File: src/rtl/unsigned_mul_ha_array_pipe.sv
// Two-stage approximate unsigned multiplier: rows are paired into half-adder groups, low columns approximated.
// Define UNSIGNED_MUL_HA_ARRAY_DEBUG_EN to expose the stage-1 group vectors on ha_dbg.
module unsigned_mul_ha_array_pipe #(
  parameter int WIDTH       = 8,
  parameter int APPROX_COLS = 4
) (
  input  logic                 clk,
  input  logic                 rst,
  input  logic                 in_valid,
  output logic                 in_ready,
  input  logic [WIDTH-1:0]     x,
  input  logic [WIDTH-1:0]     y,
  output logic                 out_valid,
  input  logic                 out_ready,
`ifdef UNSIGNED_MUL_HA_ARRAY_DEBUG_EN
  output logic [(WIDTH/2)*(2*WIDTH)-1:0] ha_dbg,
`endif
  output logic [2*WIDTH-1:0]   product
);

  localparam int G  = WIDTH / 2;
  localparam int PW = 2 * WIDTH;

  logic [WIDTH:0]   t_d  [G];
  logic [WIDTH:0]   t_q  [G];
  logic [WIDTH-2:0] bv_d [G];
  logic [WIDTH-2:0] bv_q [G];

  logic          s1_valid_d, s1_valid_q;
  logic          out_valid_d, out_valid_q;
  logic [PW-1:0] product_d, product_q;
  logic [PW-1:0] sum_c;
  logic          s1_advance, s2_advance;
  logic          a, b, s, cy;

  assign s2_advance = !out_valid_q || out_ready;
  assign s1_advance = !s1_valid_q || s2_advance;
  assign in_ready   = s1_advance;
  assign out_valid  = out_valid_q;
  assign product    = product_q;

  // Column j of group g sits at absolute weight 2g+j; below APPROX_COLS it is dropped, at it the
  // pair is OR-ed, above it a true half adder is used.
  always_comb begin
    a  = 1'b0;
    b  = 1'b0;
    s  = 1'b0;
    cy = 1'b0;
    for (int g = 0; g < G; g++) begin
      t_d[g]    = '0;
      bv_d[g]   = '0;
      t_d[g][0] = x[2*g] & y[0];
      for (int j = 1; j < WIDTH; j++) begin
        a = x[2*g] & y[j];
        b = x[2*g+1] & y[j-1];
        if ((2*g + j) < APPROX_COLS) begin
          s  = 1'b0;
          cy = 1'b0;
        end else if ((2*g + j) == APPROX_COLS) begin
          s  = a | b;
          cy = 1'b0;
        end else begin
          s  = a ^ b;
          cy = a & b;
        end
        t_d[g][j] = s;
        if (j == WIDTH - 1) begin
          t_d[g][WIDTH] = cy;
        end else begin
          bv_d[g][j-1] = cy;
        end
      end
      bv_d[g][WIDTH-2] = x[2*g+1] & y[WIDTH-1];
    end
  end

  always_comb begin
    sum_c = '0;
    for (int g = 0; g < G; g++) begin
      sum_c = sum_c + ((PW'(t_q[g]) + (PW'(bv_q[g]) << 2)) << (2*g));
    end
  end

  always_comb begin
    s1_valid_d  = s1_valid_q;
    out_valid_d = out_valid_q;
    product_d   = product_q;
    if (s1_advance) begin
      s1_valid_d = in_valid;
    end
    if (s2_advance) begin
      out_valid_d = s1_valid_q;
      if (s1_valid_q) begin
        product_d = sum_c;
      end
    end
  end

  always_ff @(posedge clk) begin
    if (rst) begin
      s1_valid_q  <= 1'b0;
      out_valid_q <= 1'b0;
      product_q   <= '0;
    end else begin
      s1_valid_q  <= s1_valid_d;
      out_valid_q <= out_valid_d;
      product_q   <= product_d;
    end
  end

  // Operand vectors are qualified by s1_valid_q, so they load without reset.
  always_ff @(posedge clk) begin
    if (in_valid && in_ready) begin
      t_q  <= t_d;
      bv_q <= bv_d;
    end
  end

`ifdef UNSIGNED_MUL_HA_ARRAY_DEBUG_EN
  for (genvar g = 0; g < G; g++) begin : g_dbg
    assign ha_dbg[g*PW +: PW] = {bv_q[g], t_q[g]};
  end
`endif

endmodule

File: config.mk
export PLATFORM = sky130hd
export DESIGN_NAME = unsigned_mul_ha_array_pipe
export DESIGN_NICKNAME = d
export VERILOG_FILES = /design/src/rtl/unsigned_mul_ha_array_pipe.sv
export SDC_FILE = /design/constraint.sdc
export NUM_CORES = 1
export LEC_CHECK = 0
export CAP_MARGIN = 25
export CORE_MARGIN = 4
export CORE_UTILIZATION = 35
export CTS_BUF_LIST = sky130_fd_sc_hd__clkbuf_4 sky130_fd_sc_hd__clkbuf_8 sky130_fd_sc_hd__clkbuf_16
export DETAILED_ROUTE_END_ITERATION = 12
export GPL_ROUTABILITY_DRIVEN = 0
export REMOVE_ABC_BUFFERS = 1
export SLEW_MARGIN = 20
export SYNTH_ARGS = -nofsm -noshare
export SYNTH_HDL_FRONTEND = slang
export SYNTH_SLANG_ARGS = --single-unit
File: constraint.sdc
create_clock -name clk -period 5.65 [get_ports clk]
set_clock_uncertainty 0.15 [all_clocks]
set_input_delay 1.4125 -clock clk [delete_from_list [all_inputs] [get_ports clk]]
set_output_delay 1.4125 -clock clk [all_outputs]
set_load 0.01 [all_outputs]
==> qor.txt <==
Status -> completed
Clock Power Share -> 27.9%
CP arrival -> 4.79 ns
Synth unique cells -> 49
CTS tree -> yes
Max cap viols -> 0
Initial antenna violation count -> 0
Cell Area, Synth -> 4510 µm²
Layout fillers -> 1230
Setup Buffers After CTS -> 0
Antenna diodes -> 0
Asr flop ratio synth -> 0%
Clock Tree Root -> clkbuf_16
H-tree Lvls -> 3
Worst VDD drop -> 0.000135 V
PD cells -> 395 nW/µm²
Synth Area per Inst -> 11.4 µm²
Nets -> 533
Mean number of vias per cell -> 4.80
Crit start category -> flop
Final Util -> 42.4%
CTS sink cnt -> 70
Global-route wire length before repair -> 14300 µm
Post-Route WL -> 8400 µm
GRT busiest layer -> met2
GR Util met3 -> 3.17%
Die area -> 14800 µm²
Hold Fails Final Rpt -> 0
Die W -> 121 µm
CTS Buf Count -> 9
Post-DRT Antenna Nets -> 0
GRT Total Usage -> 12.6%
Rows -> 41
Mean routed wirelength per cell -> 13.7 µm
Logic pwr share -> 42.0%
Crit path kind -> reg2reg
DP Wirelength -> 6640 µm
Hold buffers post-CTS -> 0
Grt met1 use -> 17.2%
Flop pwr share -> 30.2%
Slew Limit Fails -> 0
Layout area overhead -> 18.8%
Layout cells sized above 1 -> 6.11%
Setup TNS -> 0 ns
Iter 0 DRT Violations -> 135
Via Count -> 2950
Io pins -> 38
Crit end category -> flop
Sw Share -> 34.0%
Slew HR -> 40.0%
Most frequent cells in the layout -> ha_1, edfxtp_1, and2_1
Post-synth top flop -> edfxtp_1
Post-synthesis cell count -> 397
Largest net degree at the start of global routing -> 35
Final number of setup-violating endpoints -> 0
Yosys warns -> 0
Post-CTS sizing -> 0
Clk pin slew, worst setup/hold paths -> 0.06 ns
Worst-path fanout max -> 6
Leakage -> 2.25 nW
# DRC -> 0
IO buf count -> 35
WP data required -> 5.72 ns
GR Util met2 -> 19.3%
Final period utilization -> 83.4%
Sw Pwr -> 0.719 mW
Die height -> 121 µm
Clock Latency Late Sink -> 0.33 ns
Number of synthesized register bits -> 70
Total power -> 2.12 mW
Max Freq -> 212 MHz
Hold Crit Class -> reg2reg
Vias in the first global route -> 2894
Minimum clock period after layout -> 4.71 ns
Unrepaired setup endpoints after global routing -> false
Int Pwr -> 1.40 mW
Grt ovf -> 0
CTS max path bufs -> 2
Commonest non-fill, non-tap cell in the layout -> ha_1
Core area -> 12600 µm²
Register area share after synthesis -> 43.1%
Initial Utilization -> 35.7%
Drt pass-1 iters -> 4
Number of synthesized flops with an enable pin -> 54
Slew at the pin with the worst max-slew slack -> 0.898 ns
[synthesized netlist by cell type (4+ instances only)]
library cell / instances / share of area [%]
nor2_1: 15 / 1.2
nand3_1: 6 / 0.67
nor2b_1: 4 / 0.56
a211oi_1: 4 / 0.67
ha_1: 61 / 17
buf_2: 4 / 0.44
a21o_1: 11 / 1.8
dfxtp_1: 16 / 7.1
o21ai_0: 10 / 1.1
and2_1: 54 / 7.5
inv_1: 25 / 2.1
o21bai_1: 4 / 0.67
a21oi_1: 21 / 2.3
nand4_1: 4 / 0.56
xnor2_1: 13 / 2.5
edfxtp_1: 54 / 36
nand2_1: 26 / 2.2
fa_1: 15 / 6.7
[kinds of logic (layout without fill, tap and decap cells)]
logic type      after synthesis  in the layout  synth area share (%)
fa+ha+maj                    76             76                  23.6
buf+inv                      34             78                  3.14
xor+xnor                     15             15                  2.92
flops                        70             70                  43.1
compound gates               76             76                  11.7
simple gates                124            124                  15.2
other cells                   1              2                0.0832
mux                           1              1                 0.222
[sequential cells by signal, summed over array words and instances (netlist names)]
name,flops
t_q,32
product,14
out_valid,1
bv_q,22
s1_valid_q,1
[through the flow]
stage	instances	worst slack [ns]	instance area (µm²)	hold slack, ns
5_1_grt	614	0.596	5360	0.322
3_5_place_dp	598	0.923	5040	0.294
6_report	614	0.936	5360	0.298
4_1_cts	614	0.919	5360	0.301
3_3_place_gp	598	1.01	5040	0.289
2_1_floorplan	390	1.20	4470	0.320
[worst max-delay path, stage by stage (launching register included)]
cell and delay, ns:
edfxtp_1 0.37, ha_1 0.22, inv_1 0.07, fa_1 0.42, fa_1 0.49, inv_1 0.04, ha_1 0.32, nor2b_1 0.14
o21ai_0 0.19, a21boi_1 0.12, o211ai_1 0.19, xnor2_1 0.18, fa_1 0.46, ha_1 0.38, nand2_1 0.10, nor3_1 0.22
o31ai_2 0.11, mux2i_1 0.13, a311o_1 0.31
[power by group through the flow]
| stage | clock [mW] | combinational [mW] | sequential (mW) |
|---|---|---|---|
| 4_1_cts | 0.608 | 0.897 | 0.641 |
| 5_1_grt | 0.629 | 1.02 | 0.647 |
| 3_3_place_gp | 0 | 0.871 | 0.649 |
| 6_report | 0.589 | 0.888 | 0.639 |
| 2_1_floorplan | 0 | 0.649 | 0.660 |
| 3_5_place_dp | 0 | 0.890 | 0.651 |
[path summary, 6_finish.rpt]
| check | end | start | cells after the start | slack [ns] |
|---|---|---|---|---|
| worst max-delay path | product[14] | t_q[22] | 18 | 0.94 |
| worst min register to register | product[9] | product[9] | 2 | 0.30 |
| worst max register to register | product[14] | t_q[22] | 18 | 0.94 |
| worst min-delay path | product[9] | product[9] | 2 | 0.30 |
[final cells by class]
class                      count  area (µm²)  share of cell area (%)
multi-input combinational    294        2430                    45.4
sequential                    70        1940                    36.3
timing repair buffer          36         358                    6.68
clock buffer                   9         225                    4.21
tap                          172         215                    4.02
inverter                      26        97.6                    1.82
clock inverter                 7        88.8                    1.66
[layer usage]
layer  share of wire, %  routed length [µm]  up-vias
li1                   -                   -     1494
met1                 48                4060     1386
met2                 45                3800       62
met3                4.7                 395        8
met4                1.7                 141        0
met5                  0                   0        -
(Power assumes the default switching activity.)
